[src/rtl/power_sequencer.sv]
// power_sequencer: ordered bring-up and reverse-order shutdown of N_RAILS
// PMIC regulator enables, with a latched all-off fault state on timeout,
// rail fault or loss of a rail that had already reported good.
//
// Control signalling (no valid/ready pairs in this block):
//   i_start is a level. High requests the rails on, low requests them off.
//   i_clearFault is a level and acts only in FAULT, and only on a cycle where
//   i_start is low. Every input is sampled on the rising edge of i_clk.
//   All outputs, including the o_dbgState state mirror, are registered.
module power_sequencer #(
   parameter int N_RAILS        = 4,
   parameter int TIMEOUT_CYCLES = 4000,
   parameter int DWELL_CYCLES   = 1000
) (
   input  logic               i_clk,
   input  logic               i_rst,
   input  logic               i_start,
   input  logic               i_clearFault,
   input  logic [N_RAILS-1:0] i_railGood,
   input  logic [N_RAILS-1:0] i_railFault,
   output logic [N_RAILS-1:0] o_railEnable,
   output logic               o_allGood,
   output logic               o_fault,
   output logic [2:0]         o_faultRail,
   output logic [1:0]         o_faultCode,
   output logic [2:0]         o_dbgState
);

   typedef enum logic [2:0] {
      ST_IDLE     = 3'd0,
      ST_ENABLE   = 3'd1,
      ST_DWELL    = 3'd2,
      ST_RUNNING  = 3'd3,
      ST_SHUTDOWN = 3'd4,
      ST_FAULT    = 3'd5
   } state_t;

   localparam logic [15:0] TMO_LAST   = 16'(TIMEOUT_CYCLES - 1);
   localparam logic [15:0] DWELL_LAST = 16'(DWELL_CYCLES - 1);
   localparam logic [2:0]  K_LAST     = 3'(N_RAILS - 1);

   localparam logic [1:0] CODE_NONE    = 2'b00;
   localparam logic [1:0] CODE_TIMEOUT = 2'b01;
   localparam logic [1:0] CODE_RAIL    = 2'b10;
   localparam logic [1:0] CODE_LOST    = 2'b11;

   // Sequencer state, current rail index and shared cycle counter.
   state_t             state_q, state_d;
   logic [2:0]         k_q, k_d;
   logic [15:0]        cnt_q, cnt_d;

   // Rails that have reported good since the last bring-up started.
   logic [N_RAILS-1:0] seen_q, seen_d;

   // Registered outputs.
   logic [N_RAILS-1:0] en_q, en_d;
   logic               all_good_q, all_good_d;
   logic               fault_q, fault_d;
   logic [2:0]         frail_q, frail_d;
   logic [1:0]         fcode_q, fcode_d;

   // Decoded helpers.
   logic [N_RAILS-1:0] k_onehot;
   logic [N_RAILS-1:0] fault_vec;
   logic [N_RAILS-1:0] lost_vec;
   logic               good_k;
   logic               abort_chk;

   // Lowest set bit wins so simultaneous events report the lowest rail.
   function automatic logic [2:0] lowest_idx(input logic [N_RAILS-1:0] vec);
      logic [2:0] idx;
      idx = '0;
      for (int i = N_RAILS - 1; i >= 0; i--) begin
         if (vec[i]) idx = 3'(i);
      end
      return idx;
   endfunction

   // Decode the current rail and the abort conditions over enabled rails only;
   // a disabled rail's good/fault flags are don't-care.
   always_comb begin
      k_onehot = '0;
      for (int i = 0; i < N_RAILS; i++) begin
         k_onehot[i] = (k_q == 3'(i));
      end
      good_k    = |(i_railGood & k_onehot);
      fault_vec = en_q & i_railFault;
      lost_vec  = en_q & seen_q & ~i_railGood;
      abort_chk = (state_q == ST_ENABLE)  || (state_q == ST_DWELL) ||
                  (state_q == ST_RUNNING) || (state_q == ST_SHUTDOWN);
   end

   // Next-state logic: abort first, then stop request, then normal progress.
   always_comb begin
      state_d = state_q;
      k_d     = k_q;
      seen_d  = seen_q;
      frail_d = frail_q;
      fcode_d = fcode_q;

      if (abort_chk && (|fault_vec)) begin
         // A rail fault outranks good-lost on the same cycle.
         state_d = ST_FAULT;
         fcode_d = CODE_RAIL;
         frail_d = lowest_idx(fault_vec);
      end else if (abort_chk && (|lost_vec)) begin
         state_d = ST_FAULT;
         fcode_d = CODE_LOST;
         frail_d = lowest_idx(lost_vec);
      end else begin
         case (state_q)
            ST_IDLE: begin
               seen_d = '0;
               if (i_start) begin
                  state_d = ST_ENABLE;
                  k_d     = '0;
               end
            end

            ST_ENABLE: begin
               if (!i_start) begin
                  state_d = ST_SHUTDOWN;
               end else if (good_k) begin
                  // Good is checked before timeout so a rail that turns good
                  // on the last allowed cycle is accepted.
                  state_d = ST_DWELL;
                  seen_d  = seen_q | k_onehot;
               end else if (cnt_q == TMO_LAST) begin
                  state_d = ST_FAULT;
                  fcode_d = CODE_TIMEOUT;
                  frail_d = k_q;
               end
            end

            ST_DWELL: begin
               if (!i_start) begin
                  state_d = ST_SHUTDOWN;
               end else if (cnt_q == DWELL_LAST) begin
                  if (k_q == K_LAST) begin
                     state_d = ST_RUNNING;
                  end else begin
                     state_d = ST_ENABLE;
                     k_d     = k_q + 3'd1;
                  end
               end
            end

            ST_RUNNING: begin
               if (!i_start) state_d = ST_SHUTDOWN;
            end

            ST_SHUTDOWN: begin
               // i_start is deliberately ignored until IDLE is reached.
               if (cnt_q == DWELL_LAST) begin
                  if (k_q == 3'd0) begin
                     state_d = ST_IDLE;
                  end else begin
                     k_d = k_q - 3'd1;
                  end
               end
            end

            ST_FAULT: begin
               seen_d = '0;
               if (i_clearFault && !i_start) begin
                  state_d = ST_IDLE;
                  fcode_d = CODE_NONE;
                  frail_d = '0;
               end
            end

            default: begin
               state_d = ST_IDLE;
            end
         endcase
      end

      if (state_d == ST_FAULT) seen_d = '0;
   end

   // Counter restarts on any state or rail-index change, counts in timed states.
   always_comb begin
      cnt_d = '0;
      if ((state_d == state_q) && (k_d == k_q) &&
          ((state_q == ST_ENABLE) || (state_q == ST_DWELL) || (state_q == ST_SHUTDOWN))) begin
         cnt_d = cnt_q + 16'd1;
      end
   end

   // Output decode from the next state so every output is a plain register.
   always_comb begin
      en_d = '0;
      case (state_d)
         ST_ENABLE, ST_DWELL: begin
            for (int i = 0; i < N_RAILS; i++) en_d[i] = (3'(i) <= k_d);
         end
         ST_RUNNING: begin
            en_d = '1;
         end
         ST_SHUTDOWN: begin
            // Rail k is the one being switched off in this step.
            for (int i = 0; i < N_RAILS; i++) en_d[i] = (3'(i) < k_d);
         end
         default: begin
            en_d = '0;
         end
      endcase
      all_good_d = (state_d == ST_RUNNING);
      fault_d    = (state_d == ST_FAULT);
   end

   // State and output registers; reset drops every enable immediately.
   always_ff @(posedge i_clk or posedge i_rst) begin
      if (i_rst) begin
         state_q    <= ST_IDLE;
         k_q        <= '0;
         cnt_q      <= '0;
         seen_q     <= '0;
         en_q       <= '0;
         all_good_q <= 1'b0;
         fault_q    <= 1'b0;
         frail_q    <= '0;
         fcode_q    <= CODE_NONE;
      end else begin
         state_q    <= state_d;
         k_q        <= k_d;
         cnt_q      <= cnt_d;
         seen_q     <= seen_d;
         en_q       <= en_d;
         all_good_q <= all_good_d;
         fault_q    <= fault_d;
         frail_q    <= frail_d;
         fcode_q    <= fcode_d;
      end
   end

   assign o_railEnable = en_q;
   assign o_allGood    = all_good_q;
   assign o_fault      = fault_q;
   assign o_faultRail  = frail_q;
   assign o_faultCode  = fcode_q;
   assign o_dbgState   = state_q;

endmodule

[config.mk]
export PLATFORM = sky130hd
export DESIGN_NAME = power_sequencer
export DESIGN_NICKNAME = d
export VERILOG_FILES = /design/src/rtl/power_sequencer.sv
export SDC_FILE = /design/constraint.sdc
export NUM_CORES = 1
export LEC_CHECK = 0
export CORE_UTILIZATION = 50
export DETAILED_ROUTE_END_ITERATION = 6
export GPL_TIMING_DRIVEN = 0
export PLACE_DENSITY_LB_ADDON = 0.05
export SLEW_MARGIN = 20
export SYNTH_ARGS = -nofsm -noshare
export SYNTH_HDL_FRONTEND = slang
export SYNTH_SLANG_ARGS = --single-unit
[constraint.sdc]
create_clock -name i_clk -period 2.41 [get_ports i_clk]
set_input_delay 0.482 -clock i_clk [delete_from_list [all_inputs] [get_ports i_clk]]
set_output_delay 0.482 -clock i_clk [all_outputs]
set_load 0.01 [all_outputs]
* After elaboration in Yosys (flattened, before gate mapping)
Index checks and enable logic that the tools add are counted.
** Word-level totals
- Bits in latches :: 0
- Output and inout bits :: 14
- Memories kept :: 0
- Memory bits (writable) :: 0
- Bits in registers :: 37
- Input port bits :: 12
- ROM bits :: 0
** Cells by class
- Equal/unequal tests :: 25
- Bitwise operators :: 6
- Shifts and indexed selects :: 0
- Div/mod/pow operators :: 0
- $add $sub $neg :: 3
- Reduce and logical (&&, ||, !) cells :: 21
- Multiply operators :: 0
- Magnitude comparators :: 8
- Mux-type cells :: 53
** Operators by type and width (number)
- $mux W3 :: 32
- $mux W4 :: 5
- $eq A3 B2 Y1 const B :: 6
- $mux W2 :: 9
- $pmux W3 S6 :: 1
- $add A16 B1 Y16 const B :: 1
- $and A4 B4 Y4 :: 4
- $eq A16 B10 Y1 const B :: 1
- $eq A16 B12 Y1 const B :: 1
- $mux W16 :: 1
- $eq A3 B3 Y1 const B :: 4
- $pmux W4 S3 :: 1
- $reduce_or A4 Y1 :: 3
- $reduce_and A5 Y1 :: 2
- $eq A3 B1 Y1 const B :: 3
- $pmux W3 S3 :: 1
- $ne A4 B2 Y1 const B :: 2
- $pmux W4 S2 :: 1
- $eq A3 B3 Y1 :: 2
- $le A1 B3 Y1 const A :: 2
- $le A2 B3 Y1 const A :: 2
- $logic_not A3 Y1 :: 2
- $lt A1 B3 Y1 const A :: 2
- $lt A2 B3 Y1 const A :: 2
- 16 further kinds :: 26

* Logic depth before layout (Yosys ltp)
- Word-level depth :: 12
- Depth in mapped cells :: 13
- Mapped depth without buffers :: 10

* Worst setup path after synthesis
Ideal clock, no wire load.
- Path type :: reg-to-reg
- Start point :: register k_q[0]
- End point :: register cnt_q[9]
- Stages on the path, launching flop included :: 13
- Arrival time :: 2.440 ns
- Data required time :: 2.291 ns
- Period minus slack after synthesis :: 2.559 ns
- Buffers on the path :: 3
- Slack :: -0.149 ns
- Cell sequence :: dfrtp_1 > clkbuf_1 > inv_1 > ha_1 > a22oi_1 > a211o_1 > o211ai_2 > and3_4 > buf_6 > and4_4 > o311ai_4 > buf_6 > nor2_2
** Between the ends
- Cells in the longest elaborated chain, start to end :: 12
- Elaborated cells between the ends (all ways) :: 32
- Those cells by class :: add/sub (2); eq/ne (5); mux (20); bitwise (1); reduce/logical (4)
** Ends and longest elaborated chain
- start, declared :: RTL line 49 : logic [2:0] k_q, k_d;
- start signal, assigned :: RTL line 226 : k_q <= k_d;
- $eq A3 B1 Y1 (tied with other cells) :: RTL line 84 : k_onehot[i] = (k_q == 3'(i));
- $and A4 B4 Y4 :: RTL line 86 : good_k = |(i_railGood & k_onehot);
- $reduce_or A4 Y1 :: RTL line 86
- $mux W3 :: RTL line 123 : end else if (good_k) begin
- $mux W3 :: RTL line 121 : if (!i_start) begin
- $pmux W3 S6 :: RTL line 111 : case (state_q)
- $mux W3 :: RTL line 106 : end else if (abort_chk && (|lost_vec)) begin
- $mux W3 :: RTL line 101 : if (abort_chk && (|fault_vec)) begin
- $eq A3 B3 Y1 :: RTL line 184 : if ((state_d == state_q) && (k_d == k_q) &&
- $logic_and A1 B1 Y1 (*) (2 in series) :: RTL line 184
- $mux W16 (*) :: RTL line 184
- named net cnt_d[9] :: RTL line 50 : logic [15:0] cnt_q, cnt_d;
- end signal, assigned :: RTL line 227 : cnt_q <= cnt_d;
- end, declared :: RTL line 50
Mark *: on every way through the listed nets, which the timed path passes. The rest lies on a longest branch.
A chain may end at the register's enable or synchronous reset.

* Worst setup path in the final report
- Start point :: register cnt_q[13]
- End point :: register en_q[1] (netlist: o_railEnable[1])
** Between the ends
- Elaborated cells between the ends (all ways) :: 25
- Those cells by class :: order compare (2); eq/ne (6); mux (16); reduce/logical (1)
** RTL lines
- $eq A16 B10 Y1 (*) :: RTL line 138, 154
- $mux W3 :: RTL line 138 : end else if (cnt_q == DWELL_LAST) begin
- $mux W3 :: RTL line 136 : if (!i_start) begin
- $pmux W3 S3 (*) :: RTL line 111
- $mux W3 (*) :: RTL line 106
- $mux W3 (*) :: RTL line 101
- named net k_d[2] :: RTL line 49
- $lt A1 B3 Y1 or $le A1 B3 Y1 (tied branches) :: RTL line 202, 195
- $pmux W4 S3 (*) :: RTL line 193 : case (state_d)
- named net en_d[1] :: RTL line 56 : logic [N_RAILS-1:0] en_q, en_d;
- end signal, assigned :: RTL line 229 : en_q <= en_d;
- end, declared :: RTL line 56
Marks and branches as above.

==> impl_metrics.toml <==
[timing]
setup_viol = 18
worstMarginPinSlew_ns = 0.470
period_needed_ns = 2.46
hold_viol_final = 0
fin_crit_sh = 1.02
slew_viol_final = 0
fin_skew_ns = 0.00451
fmax_mhz = 406
rsz0062_at_grt = "true"
max-slew-margin-rel = 0.687
holdWs_ns = 0.473
fin_ws_ns = -0.0545

[final_layout]
drive_gt1_frac = 0.402
final_cell_mix = "buf_4 (32), dfrtp_1 (32), nor2_1 (22)"
fin_cells = 403
n_antenna_cell = 0
nets = 353
syn2layout_area_growth_pct = 43.3
stdcell_area_um2 = 3610
fillers = 334

[worst_setup_path]
startpoint_type = "flip-flop"
path_class = "flip-flop to flip-flop"
end_kind = "flip-flop"
path_cells = "nor4_4 -> nand4_1 -> buf_4 -> nor4_4 -> a21oi_1 -> nor2_4 -> buf_4 -> nor4_4 -> nor4_2"
crit_arrival_ns = 2.66
crit_path_top_delay_cell = "dfrtp_1"
crit_top_cell = "nor4_4"
crit_path_max_incr_delay_ns = 0.44
crit_required_ns = 2.61
crit_path_max_fanout = 9

[routing]
drc_errors = 0
ant_nets = 0
routed_wl_mm = 7.15
firstDrtPassIters = 5
drt-initial-drc-count = 199
via_count = 2401
vias_per_cell = 5.96
routedWlPerCell_um = 17.7

[synthesis]
yosysTopAreaCell = "dfrtp_1"
avgSynthCellArea_um2 = 9.37
yosys_register_bits = 37
synth_edf_count = 0
yosys_warnings = 0
synth_seq_area_share = 0.367
synth_top_area_share = 0.367
synth_nets = 287
syn_area_um2 = 2520
postSynthCellCount = 269
synthDistinctLibCells = 73
async_reset_ff_frac = 1.00
synth_area_leaders = "dfrtp_1 (37%), nor2_1 (3.9%), xor2_1 (3.8%)"
synthFlopType = "dfrtp_1"

[run_status]
violations = "negative setup slack"
status = "finished with violations"

[clock_network]
tritoncts = "done"
cts_root_buf = "clkbuf_8"
clockBufferDepth = 2
clk_pin_slew_ns = 0.08
worstSkewPairLatency_ns = 0.30
cts_sinks = 37
ctsHoldBuffers = 0
htreeDepth = 2
cts_buffers = 5

[hold_path]
hold_path_class = "primary input to async pin"

[power]
p_leak_nw = 1.48
cellPowerDensity_nw_per_um2 = 870
ir_worst_vdd_mv = 0.830
power_mw = 3.14

[die]
core_area_um2 = 4790
die_h_um = 73.0
num_io_pins = 26
start_util = 0.527
die-area_um2 = 5330
fp.dieW_um = 73.0
rows = 25

[placement]
pre_cts_slack_ns = -0.688
dp_hpwl_mm = 4.54
io_buffers = 25
place_inst = 362
place_area_um2 = 2930
gp_congestion = 0.881

[global_route]
grt_max_degree = 22
antenna_found_initial = 0
grt_pass1_vias = 2207
grt_usage = 0.269
grt_first_pass_wirelength_mm = 10.9
grt.overflow.total = 0

[job]
maxCapViolCount = 0
[where the power goes]
group	total [mW]	internal, mW	switching (mW)
Combinational	1.79	0.796	0.989
Clock	0.583	0.337	0.246
Sequential	0.774	0.690	0.0842
Total	3.14	1.82	1.32
[through the flow]
step            util  TNS [ns]
6_report       0.755    -0.554
5_1_grt        0.755     -1.45
4_1_cts        0.699   -0.0272
3_5_place_dp   0.613    -15.10
3_3_place_gp   0.607    -14.87
2_1_floorplan      -   -0.0189
[cell type report]
cell class,count,area (um2),share of cell area
flip-flops and latches,37,932,0.258
inverters,11,56.3,0.0156
repair buffers,60,544,0.151
clock buffers,6,82.6,0.0229
clock inverters,2,37.5,0.0104
multi-input cells,212,1810,0.500
plain buffers,8,68.8,0.0190
well taps,67,83.8,0.0232
[state kept, by name (all words and copies together) (netlist names)]
signal / cells
o_fault: 1
o_allGood: 1
seen_q: 4
k_q: 3
o_dbgState: 3
o_faultRail: 3
o_faultCode: 2
o_railEnable: 4
cnt_q: 16
[cells in the mapped netlist (2+ instances only)]
cell	instances
ha_1	6
o221ai_1	3
nand3b_1	2
and3_1	2
or2_2	2
and4_4	2
o21ai_0	8
nor4_1	5
or3b_1	2
or3_1	3
nand4_1	5
nor2b_1	3
nand2_1	19
nand3_1	7
nand2b_1	3
xnor2_1	4
o211ai_1	2
dfrtp_1	37
a21oi_1	14
buf_6	4
nor2_2	12
nor3_1	14
nor2_1	26
nor4_4	2
mux2_2	4
xor2_1	11
inv_1	10
and2_1	2
a22oi_1	5
clkbuf_1	3
o31a_1	2
a211o_1	2
and4_1	3
[what timing repair did]
item,4_1_cts,5_1_grt
endpoints found under the setup margin,28,28
pin swaps,23,25
gates cloned,1,0
buffers inserted,22,11
resized for setup,37,41
[worst paths after layout]
path                       slack (ns)  cells past startpoint            from              end
setup / recovery                -0.05                      9       cnt_q[13]  o_railEnable[1]
hold / removal                   0.47                      2           i_rst        o_allGood
setup reg to reg                -0.05                      9       cnt_q[13]  o_railEnable[1]
hold reg to reg                  0.50                      2  o_faultCode[1]   o_faultCode[1]
max in group asynchronous        1.50                      3           i_rst        cnt_q[10]
min in group i_clk               0.50                      2  o_faultCode[1]   o_faultCode[1]
[cell families (layout without fill, tap and decap cells)]
group,count (synthesis),in the layout,synth area share
AOI/OAI and AO/OA,58,58,0.183
adders and majority gates,6,6,0.0298
buffers and inverters,20,87,0.0437
DFF,37,37,0.367
xor gates and xnor gates,16,16,0.0586
and+or+nand+nor,127,127,0.296
muxes,5,5,0.0218
[critical path, delay by kind of cell (launching register included)]
| family | cells | cell delay (ns) |
|---|---|---|
| buffers and inverters | 2 | 0.39 |
| flip-flops | 1 | 0.44 |
| AO/OA/AOI/OAI | 1 | 0.16 |
| AND/OR/NAND/NOR | 6 | 1.37 |
[layer usage]
metal / part of all wire / vias to the layer above / global-route usage
li1: - / 1112 / -
met1: 0.46 / 1187 / 0.397
met2: 0.47 / 90 / 0.406
met3: 0.059 / 12 / 0.0401
met4: 0.014 / 0 / 0.0806
met5: 0 / - / 0
(Power assumes the default switching activity.)
